### config.mk
export PLATFORM = sky130hd
export DESIGN_NAME = axi4l_reg_slave_flat
export DESIGN_NICKNAME = d
export VERILOG_FILES = /design/src/rtl/axi4l_reg_slave_if.sv /design/src/rtl/axi4l_reg_slave.sv /design/src/flat_wrapper.sv
export SDC_FILE = /design/constraint.sdc
export NUM_CORES = 1
export LEC_CHECK = 0
export BUFFER_PORTS_ARGS = -buffer_cell sky130_fd_sc_hd__buf_2
export CAP_MARGIN = 10
export CELL_PAD_IN_SITES_DETAIL_PLACEMENT = 0
export CELL_PAD_IN_SITES_GLOBAL_PLACEMENT = 1
export CORE_MARGIN = 4
export CORE_UTILIZATION = 46
export CTS_BUF_LIST = sky130_fd_sc_hd__clkbuf_8 sky130_fd_sc_hd__clkbuf_16
export DETAILED_ROUTE_END_ITERATION = 10
export PLACE_DENSITY = 0.95
export SYNTH_ARGS = -nofsm -noshare
export SYNTH_HDL_FRONTEND = slang
export SYNTH_SLANG_ARGS = --single-unit
### constraint.sdc
create_clock -name aclk -period 4.1 [get_ports aclk]
set_input_delay 0.41 -clock aclk [delete_from_list [all_inputs] [get_ports aclk]]
set_output_delay 0.41 -clock aclk [all_outputs]
set_load 0.02 [all_outputs]
### src/rtl/axi4l_reg_slave_if.sv
// rtl/axi4l_reg_slave_if.sv - AXI4-Lite bus bundle between a master and the register-bank slave
interface axi4l_reg_slave_if #(
  parameter int ADDR_WIDTH = 12,
  parameter int DATA_WIDTH = 32
);
  logic [ADDR_WIDTH-1:0]   awaddr;
  logic [2:0]              awprot;
  logic                    awvalid;
  logic                    awready;
  logic [DATA_WIDTH-1:0]   wdata;
  logic [DATA_WIDTH/8-1:0] wstrb;
  logic                    wvalid;
  logic                    wready;
  logic [1:0]              bresp;
  logic                    bvalid;
  logic                    bready;
  logic [ADDR_WIDTH-1:0]   araddr;
  logic [2:0]              arprot;
  logic                    arvalid;
  logic                    arready;
  logic [DATA_WIDTH-1:0]   rdata;
  logic [1:0]              rresp;
  logic                    rvalid;
  logic                    rready;

  modport master (
    output awaddr, awprot, awvalid, input awready,
    output wdata, wstrb, wvalid, input wready,
    input bresp, bvalid, output bready,
    output araddr, arprot, arvalid, input arready,
    input rdata, rresp, rvalid, output rready
  );

  modport slave (
    input awaddr, awprot, awvalid, output awready,
    input wdata, wstrb, wvalid, output wready,
    output bresp, bvalid, input bready,
    input araddr, arprot, arvalid, output arready,
    output rdata, rresp, rvalid, input rready
  );
endinterface

### src/rtl/axi4l_reg_slave.sv
// rtl/axi4l_reg_slave.sv - AXI4-Lite register bank slave with flat register output bus
// Optional read-only registers fed from ro_in when AXI4L_REG_SLAVE_RO_EN is defined.
module axi4l_reg_slave #(
  parameter int ADDR_WIDTH = 12,
  parameter int DATA_WIDTH = 32,
  parameter int NUM_REGS   = 16,
  parameter logic [DATA_WIDTH-1:0] RESET_VALUE = '0
`ifdef AXI4L_REG_SLAVE_RO_EN
  , parameter logic [NUM_REGS-1:0] RO_MASK = '0
`endif
) (
  input  logic                           aclk,
  input  logic                           areset,
  axi4l_reg_slave_if.slave               s_axi,
`ifdef AXI4L_REG_SLAVE_RO_EN
  input  logic [NUM_REGS*DATA_WIDTH-1:0] ro_in,
`endif
  output logic [NUM_REGS*DATA_WIDTH-1:0] reg_out
);

  localparam int NB   = DATA_WIDTH / 8;
  localparam int OFS  = $clog2(NB);
  localparam int IDXW = ADDR_WIDTH - OFS;

  localparam logic [1:0] RESP_OKAY   = 2'b00;
  localparam logic [1:0] RESP_SLVERR = 2'b10;
  localparam logic [1:0] RESP_DECERR = 2'b11;

  typedef enum logic {W_IDLE, W_RESP} wstate_t;
  typedef enum logic {R_IDLE, R_DATA} rstate_t;

  wstate_t               r_wstate;
  rstate_t               r_rstate;
  logic                  r_awready;
  logic                  r_wready;
  logic                  r_aw_held;
  logic                  r_w_held;
  logic [IDXW-1:0]       r_aw_idx;
  logic [DATA_WIDTH-1:0] r_wdata;
  logic [NB-1:0]         r_wstrb;
  logic                  r_bvalid;
  logic [1:0]            r_bresp;
  logic                  r_arready;
  logic                  r_rvalid;
  logic [DATA_WIDTH-1:0] r_rdata;
  logic [1:0]            r_rresp;
  logic [DATA_WIDTH-1:0] r_regs [NUM_REGS];

  logic [DATA_WIDTH-1:0] w_view [NUM_REGS];
  logic [IDXW-1:0]       w_ar_idx;
  logic                  w_aw_hs;
  logic                  w_w_hs;
  logic                  w_ar_hs;
  logic                  w_rd_hit;
  logic [DATA_WIDTH-1:0] w_rd_data;
  logic                  w_wr_hit;
  logic                  w_wr_ro;
  logic                  w_unused;

  assign w_aw_hs  = r_awready & s_axi.awvalid;
  assign w_w_hs   = r_wready & s_axi.wvalid;
  assign w_ar_hs  = r_arready & s_axi.arvalid;
  assign w_ar_idx = s_axi.araddr[ADDR_WIDTH-1:OFS];
  assign w_unused = ^{s_axi.awprot, s_axi.arprot,
                      s_axi.awaddr[OFS-1:0], s_axi.araddr[OFS-1:0]};

  assign s_axi.awready = r_awready;
  assign s_axi.wready  = r_wready;
  assign s_axi.bvalid  = r_bvalid;
  assign s_axi.bresp   = r_bresp;
  assign s_axi.arready = r_arready;
  assign s_axi.rvalid  = r_rvalid;
  assign s_axi.rdata   = r_rdata;
  assign s_axi.rresp   = r_rresp;

  // Visible register contents: read-only slots (when enabled) mirror ro_in live.
  always_comb begin
    for (int i = 0; i < NUM_REGS; i++) begin
      w_view[i] = r_regs[i];
`ifdef AXI4L_REG_SLAVE_RO_EN
      if (RO_MASK[i]) w_view[i] = ro_in[i*DATA_WIDTH +: DATA_WIDTH];
`endif
    end
  end

  for (genvar g = 0; g < NUM_REGS; g++) begin : g_reg_out
    assign reg_out[g*DATA_WIDTH +: DATA_WIDTH] = w_view[g];
  end

  always_comb begin
    w_rd_hit  = 1'b0;
    w_rd_data = '0;
    for (int i = 0; i < NUM_REGS; i++) begin
      if (w_ar_idx == IDXW'(i)) begin
        w_rd_hit  = 1'b1;
        w_rd_data = w_view[i];
      end
    end
  end

  always_comb begin
    w_wr_hit = 1'b0;
    w_wr_ro  = 1'b0;
    for (int i = 0; i < NUM_REGS; i++) begin
      if (r_aw_idx == IDXW'(i)) begin
        w_wr_hit = 1'b1;
`ifdef AXI4L_REG_SLAVE_RO_EN
        w_wr_ro  = RO_MASK[i];
`endif
      end
    end
  end

  always_ff @(posedge aclk) begin
    if (areset) begin
      r_wstate  <= W_IDLE;
      r_awready <= 1'b0;
      r_wready  <= 1'b0;
      r_aw_held <= 1'b0;
      r_w_held  <= 1'b0;
      r_aw_idx  <= '0;
      r_wdata   <= '0;
      r_wstrb   <= '0;
      r_bvalid  <= 1'b0;
      r_bresp   <= RESP_OKAY;
      for (int i = 0; i < NUM_REGS; i++) r_regs[i] <= RESET_VALUE;
    end else begin
      case (r_wstate)
        W_IDLE: begin
          if (r_aw_held && r_w_held) begin
            if (w_wr_hit && !w_wr_ro) begin
              for (int i = 0; i < NUM_REGS; i++) begin
                for (int b = 0; b < NB; b++) begin
                  if (r_aw_idx == IDXW'(i) && r_wstrb[b])
                    r_regs[i][8*b +: 8] <= r_wdata[8*b +: 8];
                end
              end
            end
            r_bresp   <= !w_wr_hit ? RESP_DECERR : (w_wr_ro ? RESP_SLVERR : RESP_OKAY);
            r_bvalid  <= 1'b1;
            r_aw_held <= 1'b0;
            r_w_held  <= 1'b0;
            r_awready <= 1'b0;
            r_wready  <= 1'b0;
            r_wstate  <= W_RESP;
          end else begin
            if (w_aw_hs) begin
              r_aw_idx  <= s_axi.awaddr[ADDR_WIDTH-1:OFS];
              r_aw_held <= 1'b1;
            end
            if (w_w_hs) begin
              r_wdata  <= s_axi.wdata;
              r_wstrb  <= s_axi.wstrb;
              r_w_held <= 1'b1;
            end
            r_awready <= !(r_aw_held || w_aw_hs);
            r_wready  <= !(r_w_held || w_w_hs);
          end
        end
        W_RESP: begin
          if (s_axi.bready) begin
            r_bvalid  <= 1'b0;
            r_awready <= 1'b1;
            r_wready  <= 1'b1;
            r_wstate  <= W_IDLE;
          end
        end
        default: r_wstate <= W_IDLE;
      endcase
    end
  end

  // Read data is captured on the AR edge, so it never sees a write committing later.
  always_ff @(posedge aclk) begin
    if (areset) begin
      r_rstate  <= R_IDLE;
      r_arready <= 1'b0;
      r_rvalid  <= 1'b0;
      r_rdata   <= '0;
      r_rresp   <= RESP_OKAY;
    end else begin
      case (r_rstate)
        R_IDLE: begin
          if (w_ar_hs) begin
            r_rvalid  <= 1'b1;
            r_rdata   <= w_rd_data;
            r_rresp   <= w_rd_hit ? RESP_OKAY : RESP_DECERR;
            r_arready <= 1'b0;
            r_rstate  <= R_DATA;
          end else begin
            r_arready <= 1'b1;
          end
        end
        R_DATA: begin
          if (s_axi.rready) begin
            r_rvalid  <= 1'b0;
            r_arready <= 1'b1;
            r_rstate  <= R_IDLE;
          end
        end
        default: r_rstate <= R_IDLE;
      endcase
    end
  end

endmodule

### src/flat_wrapper.sv
// flat-port wrapper written by rule: the top's interface ports become plain ports
module axi4l_reg_slave_flat 
#(
  parameter int ADDR_WIDTH = 12,
  parameter int DATA_WIDTH = 32,
  parameter int NUM_REGS   = 16,
  parameter logic [DATA_WIDTH-1:0] RESET_VALUE = '0

)
  (aclk, areset, reg_out, s_axi_awaddr, s_axi_awprot, s_axi_awvalid, s_axi_awready, s_axi_wdata, s_axi_wstrb, s_axi_wvalid, s_axi_wready, s_axi_bresp, s_axi_bvalid, s_axi_bready, s_axi_araddr, s_axi_arprot, s_axi_arvalid, s_axi_arready, s_axi_rdata, s_axi_rresp, s_axi_rvalid, s_axi_rready);
  axi4l_reg_slave_if #(.ADDR_WIDTH(ADDR_WIDTH), .DATA_WIDTH(DATA_WIDTH)) s_axi_i ();
  input  logic aclk;
  input  logic areset;
  output logic [NUM_REGS*DATA_WIDTH-1:0] reg_out;
  input wire logic [$bits(s_axi_i.awaddr)-1:0] s_axi_awaddr;
  input wire logic [$bits(s_axi_i.awprot)-1:0] s_axi_awprot;
  input wire logic [$bits(s_axi_i.awvalid)-1:0] s_axi_awvalid;
  output wire logic [$bits(s_axi_i.awready)-1:0] s_axi_awready;
  input wire logic [$bits(s_axi_i.wdata)-1:0] s_axi_wdata;
  input wire logic [$bits(s_axi_i.wstrb)-1:0] s_axi_wstrb;
  input wire logic [$bits(s_axi_i.wvalid)-1:0] s_axi_wvalid;
  output wire logic [$bits(s_axi_i.wready)-1:0] s_axi_wready;
  output wire logic [$bits(s_axi_i.bresp)-1:0] s_axi_bresp;
  output wire logic [$bits(s_axi_i.bvalid)-1:0] s_axi_bvalid;
  input wire logic [$bits(s_axi_i.bready)-1:0] s_axi_bready;
  input wire logic [$bits(s_axi_i.araddr)-1:0] s_axi_araddr;
  input wire logic [$bits(s_axi_i.arprot)-1:0] s_axi_arprot;
  input wire logic [$bits(s_axi_i.arvalid)-1:0] s_axi_arvalid;
  output wire logic [$bits(s_axi_i.arready)-1:0] s_axi_arready;
  output wire logic [$bits(s_axi_i.rdata)-1:0] s_axi_rdata;
  output wire logic [$bits(s_axi_i.rresp)-1:0] s_axi_rresp;
  output wire logic [$bits(s_axi_i.rvalid)-1:0] s_axi_rvalid;
  input wire logic [$bits(s_axi_i.rready)-1:0] s_axi_rready;
  assign s_axi_i.awaddr = s_axi_awaddr;
  assign s_axi_i.awprot = s_axi_awprot;
  assign s_axi_i.awvalid = s_axi_awvalid;
  assign s_axi_awready = s_axi_i.awready;
  assign s_axi_i.wdata = s_axi_wdata;
  assign s_axi_i.wstrb = s_axi_wstrb;
  assign s_axi_i.wvalid = s_axi_wvalid;
  assign s_axi_wready = s_axi_i.wready;
  assign s_axi_bresp = s_axi_i.bresp;
  assign s_axi_bvalid = s_axi_i.bvalid;
  assign s_axi_i.bready = s_axi_bready;
  assign s_axi_i.araddr = s_axi_araddr;
  assign s_axi_i.arprot = s_axi_arprot;
  assign s_axi_i.arvalid = s_axi_arvalid;
  assign s_axi_arready = s_axi_i.arready;
  assign s_axi_rdata = s_axi_i.rdata;
  assign s_axi_rresp = s_axi_i.rresp;
  assign s_axi_rvalid = s_axi_i.rvalid;
  assign s_axi_i.rready = s_axi_rready;
  axi4l_reg_slave #(.ADDR_WIDTH(ADDR_WIDTH), .DATA_WIDTH(DATA_WIDTH), .NUM_REGS(NUM_REGS), .RESET_VALUE(RESET_VALUE)) u_core (.aclk(aclk), .areset(areset), .s_axi(s_axi_i), .reg_out(reg_out));
endmodule
==> results of run 1 <==
## metrics by stage
step	worst slack, ps	utilization [%]	hold WS (ps)	total power [mW]
finish	910	57.6	47.0	14.5
floorplan	1710	-	437	7.89
global placement	946	53.9	444	8.57
detailed placement	902	53.9	447	8.60
global route	694	57.6	51.8	14.8
CTS	976	57.6	27.7	14.5
## cells in the final DEF, fill, tap and decap left out, types with 33 or more instances in the layout
cell,n
clkbuf_16,70
o211ai_1,46
a31oi_1,33
o21ai_0,53
nand3_1,130
buf_4,106
nand4_1,45
edfxtp_1,512
buf_2,612
nor2_1,405
a21oi_1,117
nand2_1,163
o22ai_1,50
nand2b_1,94
nor3_1,67
dfxtp_1,89
inv_1,57
## final cells by class
| type | count | area (um2) | share of cell area [%] |
|---|---|---|---|
| inverters | 45 | 169 | 0.505 |
| clock buffers | 72 | 1780 | 5.32 |
| well taps | 765 | 957 | 2.86 |
| repair buffers | 723 | 3960 | 11.8 |
| diodes | 3 | 7.51 | 0.0225 |
| clock inverters | 47 | 380 | 1.14 |
| multi-input cells | 1589 | 9010 | 27.0 |
| flip-flops and latches | 601 | 17200 | 51.3 |
## worst reg2reg max path: stages, from the launching register on
cell and delay (ps):
dfxtp_1 310, nor4_1 690, nand3b_1 420, nor2_1 450, nand2_1 420, nand2b_1 530
## registers in the layout (all words and copies together), names as in the netlist
| signal | count |
|---|---|
| u_core.s_axi.arready | 1 |
| u_core.s_axi.rresp | 1 |
| u_core.s_axi.wready | 1 |
| u_core.r_rstate | 1 |
| u_core.r_w_held | 1 |
| u_core.r_aw_held | 1 |
| u_core.s_axi.rdata | 32 |
| u_core.s_axi.bvalid | 1 |
| u_core.s_axi.awready | 1 |
| u_core.s_axi.bresp | 1 |
| u_core.r_wdata | 32 |
| u_core.r_regs | 512 |
| u_core.r_wstate | 1 |
| u_core.r_aw_idx | 10 |
| u_core.s_axi.rvalid | 1 |
| u_core.r_wstrb | 4 |
## logic make-up (layout without fill, tap and decap cells)
| kind of cell | Yosys count | count (layout) |
|---|---|---|
| buf+inv | 265 | 887 |
| compound gates | 533 | 533 |
| simple gates | 1021 | 1021 |
| flops | 601 | 601 |
| mux | 35 | 35 |
| other cells | 0 | 3 |
## synthesized netlist by cell type (10+ instances only)
cell	n
edfxtp_1	512
nor2_1	407
clkbuf_1	175
nand2_1	163
nand3_1	130
a21oi_1	117
nand2b_1	94
dfxtp_1	89
nor3_1	68
o21ai_0	53
o22ai_1	50
o211ai_1	46
inv_1	45
nand4_1	45
a31oi_1	33
nand3b_1	32
mux2i_1	31
o21bai_1	25
a211oi_1	22
buf_1	22
a2111oi_0	21
a211o_1	21
buf_2	20
or3_1	18
o2111ai_1	16
o41ai_1	16
a32o_1	13
and3_1	12
o21a_1	12
a32oi_1	11
o221a_2	10
## per-layer routing
layer | wire (um) | track usage (%)
met3 | 18500 | 12.3
met1 | 45300 | 50.3
met2 | 56000 | 59.2
met5 | 37 | 0
met4 | 5980 | 14.6
## path summary, 6_finish.rpt
kind | slack, ps | start | end | cells after the start
setup / recovery | 910 | u_core.r_aw_idx[4]$_SDFFE_PP0P_ | u_core.r_regs[0][133]$_SDFFCE_PN0P_ | 5
hold / removal | 50 | s_axi_awaddr[9] | u_core.r_aw_idx[7]$_SDFFE_PP0P_ | 3
setup reg to reg | 910 | u_core.r_aw_idx[4]$_SDFFE_PP0P_ | u_core.r_regs[0][133]$_SDFFCE_PN0P_ | 5
hold reg to reg | 460 | u_core.r_wdata[8]$_SDFFE_PP0P_ | u_core.r_wdata[8]$_SDFFE_PP0P_ | 2
## power by group
group	total [mW]	leakage (nW)	internal, mW	switching, mW
Clock	6.01	1.10	3.51	2.50
Sequential	7.13	6.01	6.88	0.249
Combinational	1.38	5.69	0.368	1.02
Total	14.5	12.8	10.8	3.77
==> impl_metrics.ini, run 1 <==
[synthesis]
synth_top_area_cell = edfxtp_1
ys_warn_count = 0
synthArstFlopShare_pct = 0
synthAdderAreaFrac_pct = 0
yosys.area_share.simple_pct = 17.8
avgSynthCellArea_um2 = 11.0
ys_ff_latch = 601
synth_top_family_by_area = simple AND/OR/NAND/NOR gates
synth_xor_area_share_pct = 0
synthTopCellsByArea = edfxtp_1 57%, dfxtp_1 6.6%, nor2_1 5.6%
synth_cell_types = 76
syn-cell-area_mm2 = 0.0271
syn_inst = 2455
yosys.area.top_type_share_pct = 56.7
ys_dominant_reg_cell = edfxtp_1
syn-num-nets = 2528
synth.area.mux_share_pct = 1.35
synth-edff-count = 512
seq_area_frac_synth_pct = 63.3
synth_compound_area_share_pct = 13.7

[clocking]
insertion_delay_ps = 600
h-tree-depth = 3
clk_path_buf_depth = 3
cts_setup_buffers = 0
ctsHoldBuffers = 0
cts.repair.resized = 0
clk_pin_slew_worst_paths_ps = 60
root_buffer = clkbuf_16
cts_sinks = 601
cts_tree = done
cts-buffers-inserted = 66

[critical_path]
crit_required_ps = 4340
path_delay_family = simple AND/OR/NAND/NOR gates
crit_chain = nor4_1 > nand3b_1 > nor2_1 > nand2_1 > nand2b_1
slowest_delay_ps = 690
crit_fanout = 9
critical_path_buf_inv_count = 0
end_kind = register
start_kind = register
worstPathArrival_ps = 3430
crit_slowest_cell = nor4_1
crit_type = register to register

[route]
antenna_left = 0
via_per_inst = 6.59
drc = 0
vias = 25300
post_drt_wl_per_cell_um = 32.7
routed_wl_um = 126000
drtPass1Iterations = 10
drtIter0Drc = 4161

[power]
leakagePower_nw = 12.8
ir_worst_vdd_mv = 0.276
power_density_mw_per_mm2 = 434

[timing]
fin_crit_sh_pct = 77.8
final-setup-viol-count = 0
fin_worst_skew_ps = 14.9
slew_headroom_pct = 26.1
fin_tns_setup_ps = 0
fin_crit_ps = 3190
worst_pin_slew_ps = 1110
fmax_mhz = 314
drv_slew = 0
rsz0062_at_grt = false
hold_viol = 0

[placement]
place_area_mm2 = 0.0313
place.detailed.hpwl_um = 95000
io_buffers = 615
gp_congestion = 1.00
place_inst = 3723

[floorplanning]
ioPinCount = 626
dieHeight_um = 251
coreArea_mm2 = 0.0580
dieArea_mm2 = 0.0629
start_util_pct = 46.7
core.rowCount = 88
die_width_um = 251

[global_route]
grt_max_degree = 91
grt_pass1_wl_um = 175000
grt.overflow.total = 0
grt_usage_pct = 38.1
antenna_found_initial = 7
grt_pass1_vias = 23600

[cells_and_area]
areaGrowthSynthToFinish_pct = 23.3
n_fill_cell = 4983
nets = 3099
drive_above_1_share_pct = 27.9
fin_cells = 3845
final_area_mm2 = 0.0334

[run_status]
status = completed

[run]
max-cap-violations = 0

[min_path]
hold_path.class = input port to register
(Power assumes the default switching activity.)
==> run 2, diff against run 1 <==
--- a/config.mk
+++ b/config.mk
@@ -5,15 +5,16 @@
 export SDC_FILE = /design/constraint.sdc
 export NUM_CORES = 1
 export LEC_CHECK = 0
+export ABC_AREA = 1
 export BUFFER_PORTS_ARGS = -buffer_cell sky130_fd_sc_hd__buf_2
 export CAP_MARGIN = 10
 export CELL_PAD_IN_SITES_DETAIL_PLACEMENT = 0
 export CELL_PAD_IN_SITES_GLOBAL_PLACEMENT = 1
 export CORE_MARGIN = 4
-export CORE_UTILIZATION = 46
+export CORE_UTILIZATION = 41
 export CTS_BUF_LIST = sky130_fd_sc_hd__clkbuf_8 sky130_fd_sc_hd__clkbuf_16
 export DETAILED_ROUTE_END_ITERATION = 10
-export PLACE_DENSITY = 0.95
+export PLACE_DENSITY = 0.91
 export SYNTH_ARGS = -nofsm -noshare
 export SYNTH_HDL_FRONTEND = slang
 export SYNTH_SLANG_ARGS = --single-unit
==> constraint.sdc (replaced) <==
create_clock -name aclk -period 3.1 [get_ports aclk]
set_input_delay 0.31 -clock aclk [delete_from_list [all_inputs] [get_ports aclk]]
set_output_delay 0.31 -clock aclk [all_outputs]
set_load 0.02 [all_outputs]
==> run 2 against run 1 <==
Setup slack worse by 220 ps. Critical path depth up 1. Hold slack gained 7.7 ps. Total power rose by 31%. Flip-flop and latch count did not move. Clock power is 34% higher. Final cell count up 10%. Largest power group unchanged.
==> impl_metrics.ini, run 2 <==
[route]
routed_wl_um = 109000
vias = 23100
drc = 0
drtPass1Iterations = 6
drtIter0Drc = 2571
antenna_left = 0
via_per_inst = 5.45
post_drt_wl_per_cell_um = 25.7

[cells_and_area]
layout_common_cells = 619 x nand2_1, 615 x buf_2, 546 x nor2_1
final_area_mm2 = 0.0335
num_antenna_cells = 0
final_common_cell = nand2_1
fin_util_pct = 54.0
n_fill_cell = 5591
multi_input_area_mm2 = 0.00748
nets = 3423
largest_register = u_core.r_regs
drive_above_1_share_pct = 28.9
largest_reg_flops = 512
areaGrowthSynthToFinish_pct = 29.3
seqCellArea_mm2 = 0.0172

[power]
p_sw_share_pct = 24.4
p_sw_mw = 4.65
p_int_mw = 14.4
power_density_mw_per_mm2 = 569
p_total_mw = 19.1
combPwrFrac_pct = 8.5
p_clk_share_pct = 42.3
pwr-share-seq_pct = 49.2
leakagePower_nw = 14.8
ir_worst_vdd_mv = 0.404

[timing]
slew_headroom_pct = 17.8
setup_slack_ps = 692
final-setup-viol-count = 0
drv_slew = 0
worst_pin_slew_ps = 1230
rsz0062_at_grt = false
hold_viol = 0
fin_crit_sh_pct = 77.7
fmax_mhz = 415
fin_tns_setup_ps = 0
fin_crit_ps = 2410
fin_worst_skew_ps = 13.7

[placement]
io_buffers = 615
pre_cts_slack_ps = 213
place_area_mm2 = 0.0309
gp_congestion = 0.950
place.detailed.hpwl_um = 84200

[floorplanning]
ioPinCount = 626
coreArea_mm2 = 0.0622
dieArea_mm2 = 0.0673
dieHeight_um = 260
die_width_um = 260
core.rowCount = 91
start_util_pct = 41.7

[run_status]
status = completed

[global_route]
grt_max_degree = 49
grt_pass1_vias = 21900
antenna_found_initial = 8
grt_usage_pct = 31.2
grt_pass1_wl_um = 153000
grt.overflow.total = 0

[run]
max-cap-violations = 0

[critical_path]
critical_path_buf_inv_count = 1
crit_slowest_cell = inv_2
crit_fanout = 10
path_delay_family = simple AND/OR/NAND/NOR gates
slowest_delay_ps = 370
worstSetupPathDepth = 6
worstPathArrival_ps = 2700
start_kind = register
end_kind = register
path_common_cell = nand2_1
reg2reg_depth = 6
crit_required_ps = 3390
crit_type = register to register
crit_chain = nand2_1 > nor2_1 > nand2_1 > inv_2 > nand2_1 > nand2_1

[synthesis]
synth_cell_types = 44
syn-cell-area_mm2 = 0.0259
synth-edff-count = 512
synth_top_area_cell = edfxtp_1
ys_warn_count = 0
synthTopCellsByArea = edfxtp_1 59%, nand2_1 9.0%, nor2_1 7.9%
yosysMostFrequentCell = nand2_1
ys_dominant_reg_cell = edfxtp_1
seq_area_frac_synth_pct = 66.2
ys_ff_latch = 601
synth_common_cells = 619 x nand2_1, 548 x nor2_1, 512 x edfxtp_1
yosys.area.top_type_share_pct = 59.3
syn-num-nets = 2653
avgSynthCellArea_um2 = 10.1
synthArstFlopShare_pct = 0
syn_inst = 2580

[clocking]
cts_setup_buffers = 0
cts_tree = done
cts.repair.resized = 0
cts_sinks = 601
clk_pin_slew_worst_paths_ps = 60
cts-buffers-inserted = 61
clk_path_buf_depth = 3
root_buffer = clkbuf_16
insertion_delay_ps = 630
h-tree-depth = 2

[min_path]
hold_path.class = input port to register
holdPathStages = 3
run 2: changes by cell type after synthesis, sizes merged, moves of 73 or more:
cell    before  now
clkbuf     175   88
inv         45  190
nand2b      94    0
nor2       408  560
o21ai       55  128
nand2      163  633
run 2: area by class of cell:
type	instances	share of cell area, %
repair buffers	835	14.7
inverters	192	2.16
well taps	837	3.12
clock inverters	44	1.57
clock buffers	70	5.02
multi-input cells	1659	22.3
flip-flops and latches	601	51.1
run 2: worst min-delay path, cell delays in order:
cell     delay (ps)
buf_2           110
o21ai_0         100
a21oi_1         120
run 2: kinds of logic after synthesis:
family	count (synthesis)	synth area share, %
buffers and inverters	320	5.08
AOI/OAI and AO/OA	283	6.58
DFF	601	66.2
and+or+nand+nor	1376	22.2
run 2: metal layers:
layer  vias up  track usage (%)  share of wire [%]
met3       268             7.37                 11
met4        16             13.1                4.9
li1      10200                -                  -
met1     11100             38.9                 37
met2      1442             52.4                 48
met5         -                0              0.076
run 2: power groups by stage:
stage | sequential (mW) | clock, mW | combinational [mW]
2_1_floorplan | 9.85 | 0 | 0.422
3_3_place_gp | 9.54 | 0 | 1.54
3_5_place_dp | 9.55 | 0 | 1.55
4_1_cts | 9.38 | 8.13 | 1.61
5_1_grt | 9.41 | 8.45 | 1.70
6_report | 9.39 | 8.07 | 1.62
run 2: path summary, 6_finish.rpt:
path	startpoint	end	slack, ps
hold / removal	s_axi_awaddr[4]	u_core.r_aw_idx[2]$_SDFFE_PP0P_	50
setup reg to reg	u_core.r_w_held$_SDFFE_PP0P_	u_core.r_regs[0][272]$_SDFFCE_PN0P_	690
hold reg to reg	u_core.s_axi.rdata[7]$_SDFFE_PP0P_	u_core.s_axi.rdata[7]$_SDFFE_PP0P_	460
setup / recovery	u_core.r_w_held$_SDFFE_PP0P_	u_core.r_regs[0][272]$_SDFFCE_PN0P_	690
run 2: what timing repair did:
action / in CTS / in global routing
hold buffers: 48 / 0
hold endpoints to repair: 51 / 0
setup endpoints to repair: 0 / 0
run 2: metrics by stage:
step / hold slack, ps / std cells
detailed placement: 453 / 4076
finish: 54.7 / 4238
floorplan: 409 / 2580
CTS: 16.3 / 4238
global route: 84.5 / 4238
global placement: 452 / 4076
